File: src/rtl/aes_stream_adapter.sv
// Word-serial key/text loader and result streamer around the AES128 core.
// Optional key reuse across jobs is built when AES_KEY_CACHE_EN is defined.
module aes_stream_adapter #(
   parameter int DONE_TIMEOUT = 1023,
   parameter int TO_W         = 10
) (
   input  logic         i_Clk,
   input  logic         i_Rst,
   input  logic [31:0]  i_InData,
   input  logic         i_fInValid,
   input  logic         i_fInEnc,
`ifdef AES_KEY_CACHE_EN
   input  logic         i_fInKeyKeep,
`endif
   output logic         o_fInReady,
   output logic [127:0] o_Key,
   output logic [127:0] o_Text,
   output logic         o_fEnc,
   output logic         o_fStart,
   input  logic [127:0] i_AesData,
   input  logic         i_fAesDone,
   output logic [31:0]  o_OutData,
   output logic         o_fOutValid,
   output logic         o_fOutLast,
   input  logic         i_fOutReady,
   output logic         o_fTimeout
);

   typedef enum logic [1:0] {LOAD, START, WAIT, SEND} state_t;

   localparam logic [TO_W-1:0] TO_LAST = TO_W'(DONE_TIMEOUT - 1);

   state_t          state, state_n;
   logic [2:0]      idx, idx_n, wr_idx;
   logic [TO_W-1:0] cnt, cnt_n;
   logic [127:0]    result;
   logic            in_fire, cap, to_set, skip;

   function automatic logic [127:0] put_word(
      input logic [127:0] v,
      input logic [1:0]   i,
      input logic [31:0]  w
   );
      logic [127:0] r;
      r = v;
      unique case (i)
         2'd0: r[127:96] = w;
         2'd1: r[95:64]  = w;
         2'd2: r[63:32]  = w;
         2'd3: r[31:0]   = w;
      endcase
      return r;
   endfunction

`ifdef AES_KEY_CACHE_EN
   logic key_valid;

   always_ff @(posedge i_Clk or posedge i_Rst) begin
      if (i_Rst)
         key_valid <= 1'b0;
      else if (in_fire && wr_idx == 3'd3)
         key_valid <= 1'b1;
   end

   // A cached key lets word 0 land directly in text slot 0.
   assign skip = (idx == 3'd0) && i_fInKeyKeep && key_valid;
`else
   assign skip = 1'b0;
`endif

   assign wr_idx = skip ? 3'd4 : idx;

   always_ff @(posedge i_Clk or posedge i_Rst) begin
      if (i_Rst) begin
         state <= LOAD;
         idx   <= 3'd0;
         cnt   <= '0;
      end else begin
         state <= state_n;
         idx   <= idx_n;
         cnt   <= cnt_n;
      end
   end

   always_comb begin
      state_n     = state;
      idx_n       = idx;
      cnt_n       = cnt;
      in_fire     = 1'b0;
      cap         = 1'b0;
      to_set      = 1'b0;
      o_fInReady  = 1'b0;
      o_fStart    = 1'b0;
      o_fOutValid = 1'b0;
      o_fOutLast  = 1'b0;
      unique case (state)
         LOAD: begin
            o_fInReady = 1'b1;
            if (i_fInValid) begin
               in_fire = 1'b1;
               if (idx == 3'd7) begin
                  state_n = START;
                  idx_n   = 3'd0;
               end else begin
                  idx_n = skip ? 3'd5 : idx + 3'd1;
               end
            end
         end
         START: begin
            o_fStart = 1'b1;
            cnt_n    = '0;
            state_n  = WAIT;
         end
         WAIT: begin
            // Done has priority over an expiring timeout.
            if (i_fAesDone) begin
               cap     = 1'b1;
               state_n = SEND;
               idx_n   = 3'd0;
            end else if (cnt == TO_LAST) begin
               to_set  = 1'b1;
               state_n = LOAD;
               idx_n   = 3'd0;
            end else begin
               cnt_n = cnt + TO_W'(1);
            end
         end
         SEND: begin
            o_fOutValid = 1'b1;
            o_fOutLast  = (idx[1:0] == 2'd3);
            if (i_fOutReady) begin
               if (idx[1:0] == 2'd3) begin
                  state_n = LOAD;
                  idx_n   = 3'd0;
               end else begin
                  idx_n = idx + 3'd1;
               end
            end
         end
         default: state_n = LOAD;
      endcase
   end

   always_ff @(posedge i_Clk or posedge i_Rst) begin
      if (i_Rst) begin
         o_Key      <= '0;
         o_Text     <= '0;
         o_fEnc     <= 1'b0;
         result     <= '0;
         o_fTimeout <= 1'b0;
      end else begin
         if (in_fire) begin
            if (wr_idx[2])
               o_Text <= put_word(o_Text, wr_idx[1:0], i_InData);
            else
               o_Key <= put_word(o_Key, wr_idx[1:0], i_InData);
            if (idx == 3'd0) begin
               o_fEnc     <= i_fInEnc;
               o_fTimeout <= 1'b0;
            end
         end
         if (cap)
            result <= i_AesData;
         if (to_set)
            o_fTimeout <= 1'b1;
      end
   end

   always_comb begin
      o_OutData = result[127:96];
      unique case (idx[1:0])
         2'd0: o_OutData = result[127:96];
         2'd1: o_OutData = result[95:64];
         2'd2: o_OutData = result[63:32];
         2'd3: o_OutData = result[31:0];
      endcase
   end

endmodule

File: config.mk
export PLATFORM = sky130hd
export DESIGN_NAME = aes_stream_adapter
export DESIGN_NICKNAME = d
export VERILOG_FILES = /design/src/rtl/aes_stream_adapter.sv
export SDC_FILE = /design/constraint.sdc
export NUM_CORES = 1
export LEC_CHECK = 0
export ABC_AREA = 1
export CAP_MARGIN = 5
export CORE_MARGIN = 4
export CORE_UTILIZATION = 52
export CTS_CLUSTER_DIAMETER = 120
export DETAILED_ROUTE_END_ITERATION = 6
export HOLD_SLACK_MARGIN = 0.02
export PLACE_DENSITY = 0.95
export SLEW_MARGIN = 20
export SYNTH_ARGS = -nofsm -noshare
export SYNTH_HDL_FRONTEND = slang
export SYNTH_SLANG_ARGS = --single-unit
File: constraint.sdc
create_clock -name i_Clk -period 20.9 [get_ports i_Clk]
set_clock_uncertainty 0.2 [all_clocks]
set_input_delay 4.18 -clock i_Clk [delete_from_list [all_inputs] [get_ports i_Clk]]
set_output_delay 4.18 -clock i_Clk [all_outputs]
set_load 0.005 [all_outputs]
==> results_dict.tcl <==
set metrics [dict create \
    postCtsSetupBuffers 0 \
    die_y_um 187 \
    synthDistinctLibCells 28 \
    power_leakage_nw 11.3 \
    worstSkewPairLatency_ps 520 \
    fin_crit_ps 7730 \
    worst_pin_slew_ps 1090 \
    finalHoldViolations 0 \
    pre_cts_ws_ps 13370 \
    wl_um 57700 \
    drc 0 \
    ant_nets 0 \
    syn-num-nets 2183 \
    dp_hpwl_um 37500 \
    setup_viol 0 \
    finalCritPeriodShare_pct 37.0 \
    status "finished clean" \
    grt_util_all_layers_pct 31.5 \
    holdBufCountCts 0 \
    synthFlopType "dfrtp_1" \
    rows 65 \
    drive_above_1_share_pct 4.28 \
    setup_ws_ps 13170 \
    synth_top_area_share_pct 60.0 \
    drtIter0Drc 1795 \
    vdd_drop_max_uv 95.4 \
    core_area_sq_um 31600 \
    grt_pass1_wl_um 89200 \
    fmax_ghz 0.129 \
    synthTopCellsByArea "dfrtp_1, nand2_1, o21ai_0, buf_2, clkbuf_1" \
    io_buffers 459 \
    die_w_um 187 \
    cts_buffers 41 \
    synth_area_leader_cell "dfrtp_1" \
    cts_tree "yes" \
    vias_per_cell 5.76 \
    nets 2551 \
    area_growth_pct 35.9 \
    total_power_w 0.00335 \
    setup.worst_path.end_class "output pin" \
    clockBufferDepth 3 \
    gp_congestion 0.910 \
    synth_edf_count 0 \
    syn_inst 2009 \
    dr.pass1.iters 6 \
    ioPinCount 460 \
    cts_resized 0 \
    wl_per_cell_um 20.5 \
    overflow 0 \
    rsz0062_at_grt "no" \
    postSynthAreaPerCell_sq_um 8.33 \
    htree_levels 2 \
    yosys_warnings 0 \
    start_util_pct 52.9 \
    arrival_ps 3350 \
    critical_path_required_ps 16520 \
    hold_path_class "flop to flop" \
    synth-seq-area-share_pct 60.0 \
    final_max_slew_viol_count 0 \
    ys_async_sr_fraction_pct 100 \
    relSlewSlack_pct 27.2 \
    fin_setup_tns_ps 0 \
    cts.sinks 401 \
    clkTransAtPathRegs_ps 60 \
    die_area_sq_um 35100 \
    path_class "flop to output pin" \
    vias 16200 \
    critPathLaunchType "flop" \
    antenna_cells 0 \
    synth_area_sq_um 16700 \
    grt_pass1_vias 16600 \
    power_density_nw_per_um2 147 \
    grt_antenna_before_repair 0 \
    synth-seq-cells 401 \
    root_buffer "clkbuf_16" \
    maxCapViolations 0 \
    crit_path_max_fanout 64 \
    grt_max_degree 182 \
]
critical path: stages, from the launching register on:
cell,delay [ps]
dfrtp_1,400
inv_1,100
ha_1,210
buf_4,260
inv_2,90
buf_4,670
nor2_1,80
a31oi_1,390
clkdlybuf4s50_1,600
layer usage:
layer / share of wire [%] / up-vias / global-route usage [%]
met5: 0 / - / 0
met3: 12 / 273 / 9.00
met1: 33 / 7683 / 36.5
li1: - / 7034 / -
met4: 6.4 / 0 / 17.9
met2: 48 / 1188 / 52.8
synth_stat cells (all sizes together) (2+ instances only):
cell type and number:
a21oi 32, a31oi 30, a32oi 2, buf 79, clkbuf 76, dfrtp 401
ha 8, inv 29, nand2 1033, nand3 15, nand4 2, nor2 51
o21ai 242, xor2 2
state kept, by name, summed over array words and instances (netlist names):
register and count:
idx 3, o_Text 128, state 2, o_fEnc 1, o_fTimeout 1, cnt 10, result 128, o_Key 128
worst paths after layout:
check,startpoint,end,slack (ps),cells after the start
worst max-delay path,idx[0]$_DFFE_PP0P_,o_OutData[13],13170,8
worst min-delay path,result[62]$_DFFE_PP0P_,result[62]$_DFFE_PP0P_,270,2
worst max register to register,state[1]$_DFFE_PP0P_,result[82]$_DFFE_PP0P_,17300,6
worst min register to register,result[62]$_DFFE_PP0P_,result[62]$_DFFE_PP0P_,270,2
max in group asynchronous,i_Rst,o_Key[16]$_DFFE_PP0P_,14260,4
min in group asynchronous,i_Rst,result[3]$_DFFE_PP0P_,4060,2
where the power goes:
group,internal [W],switching (W),leakage (nW)
logic,0.000626,0.000699,5.43
registers,0.00109,0.000199,5.22
clock network,0.000436,0.000300,0.662
per-stage QoR:
step | hold WS [ps] | std cells | cell area, sq um | utilization, %
after floorplan | 242 | 2009 | 16700 | -
after global placement | 253 | 2736 | 21400 | 67.6
after detailed placement | 259 | 2736 | 21400 | 67.6
after CTS | 273 | 2809 | 22700 | 71.9
after global routing | 289 | 2809 | 22700 | 71.9
final | 269 | 2809 | 22700 | 71.9
cell families after synthesis:
family / after synthesis / synth area share [%]
XOR/XNOR: 2 / 0.105
flip-flops: 401 / 60.0
buffers and inverters: 184 / 4.70
AND/OR/NAND/NOR: 1104 / 25.0
adder cells (fa/ha/maj): 8 / 0.598
AO/OA/AOI/OAI: 310 / 9.59
layout by cell type (no fill, tap or decap), types with 2 or more instances in the layout:
cell type,netlist,layout
clkbuf_16,0,41
nand3_1,15,14
o21ai_1,43,43
bufinv_16,0,3
clkbuf_1,75,11
clkdlybuf4s50_1,0,459
clkinv_2,0,5
inv_6,0,3
nor2_4,1,4
o21ai_0,199,199
nand4_1,2,2
ha_1,8,8
a21oi_1,32,32
a32oi_1,2,2
inv_1,26,22
dfrtp_1,401,401
clkbuf_8,0,10
xor2_1,2,2
nand2_1,1033,1033
nor2_2,2,6
nor2_1,48,41
a31oi_1,30,30
buf_4,1,19
inv_2,3,5
layout make-up:
type	instances	area [sq um]
clock buffer	62	1200
tap	402	503
clock inverter	11	144
timing repair buffer	480	4770
inverter	29	118
fill	1987	8900
multi-input combinational	1424	5970
sequential	401	10000
Note: power is estimated with default switching activity, not from simulation.
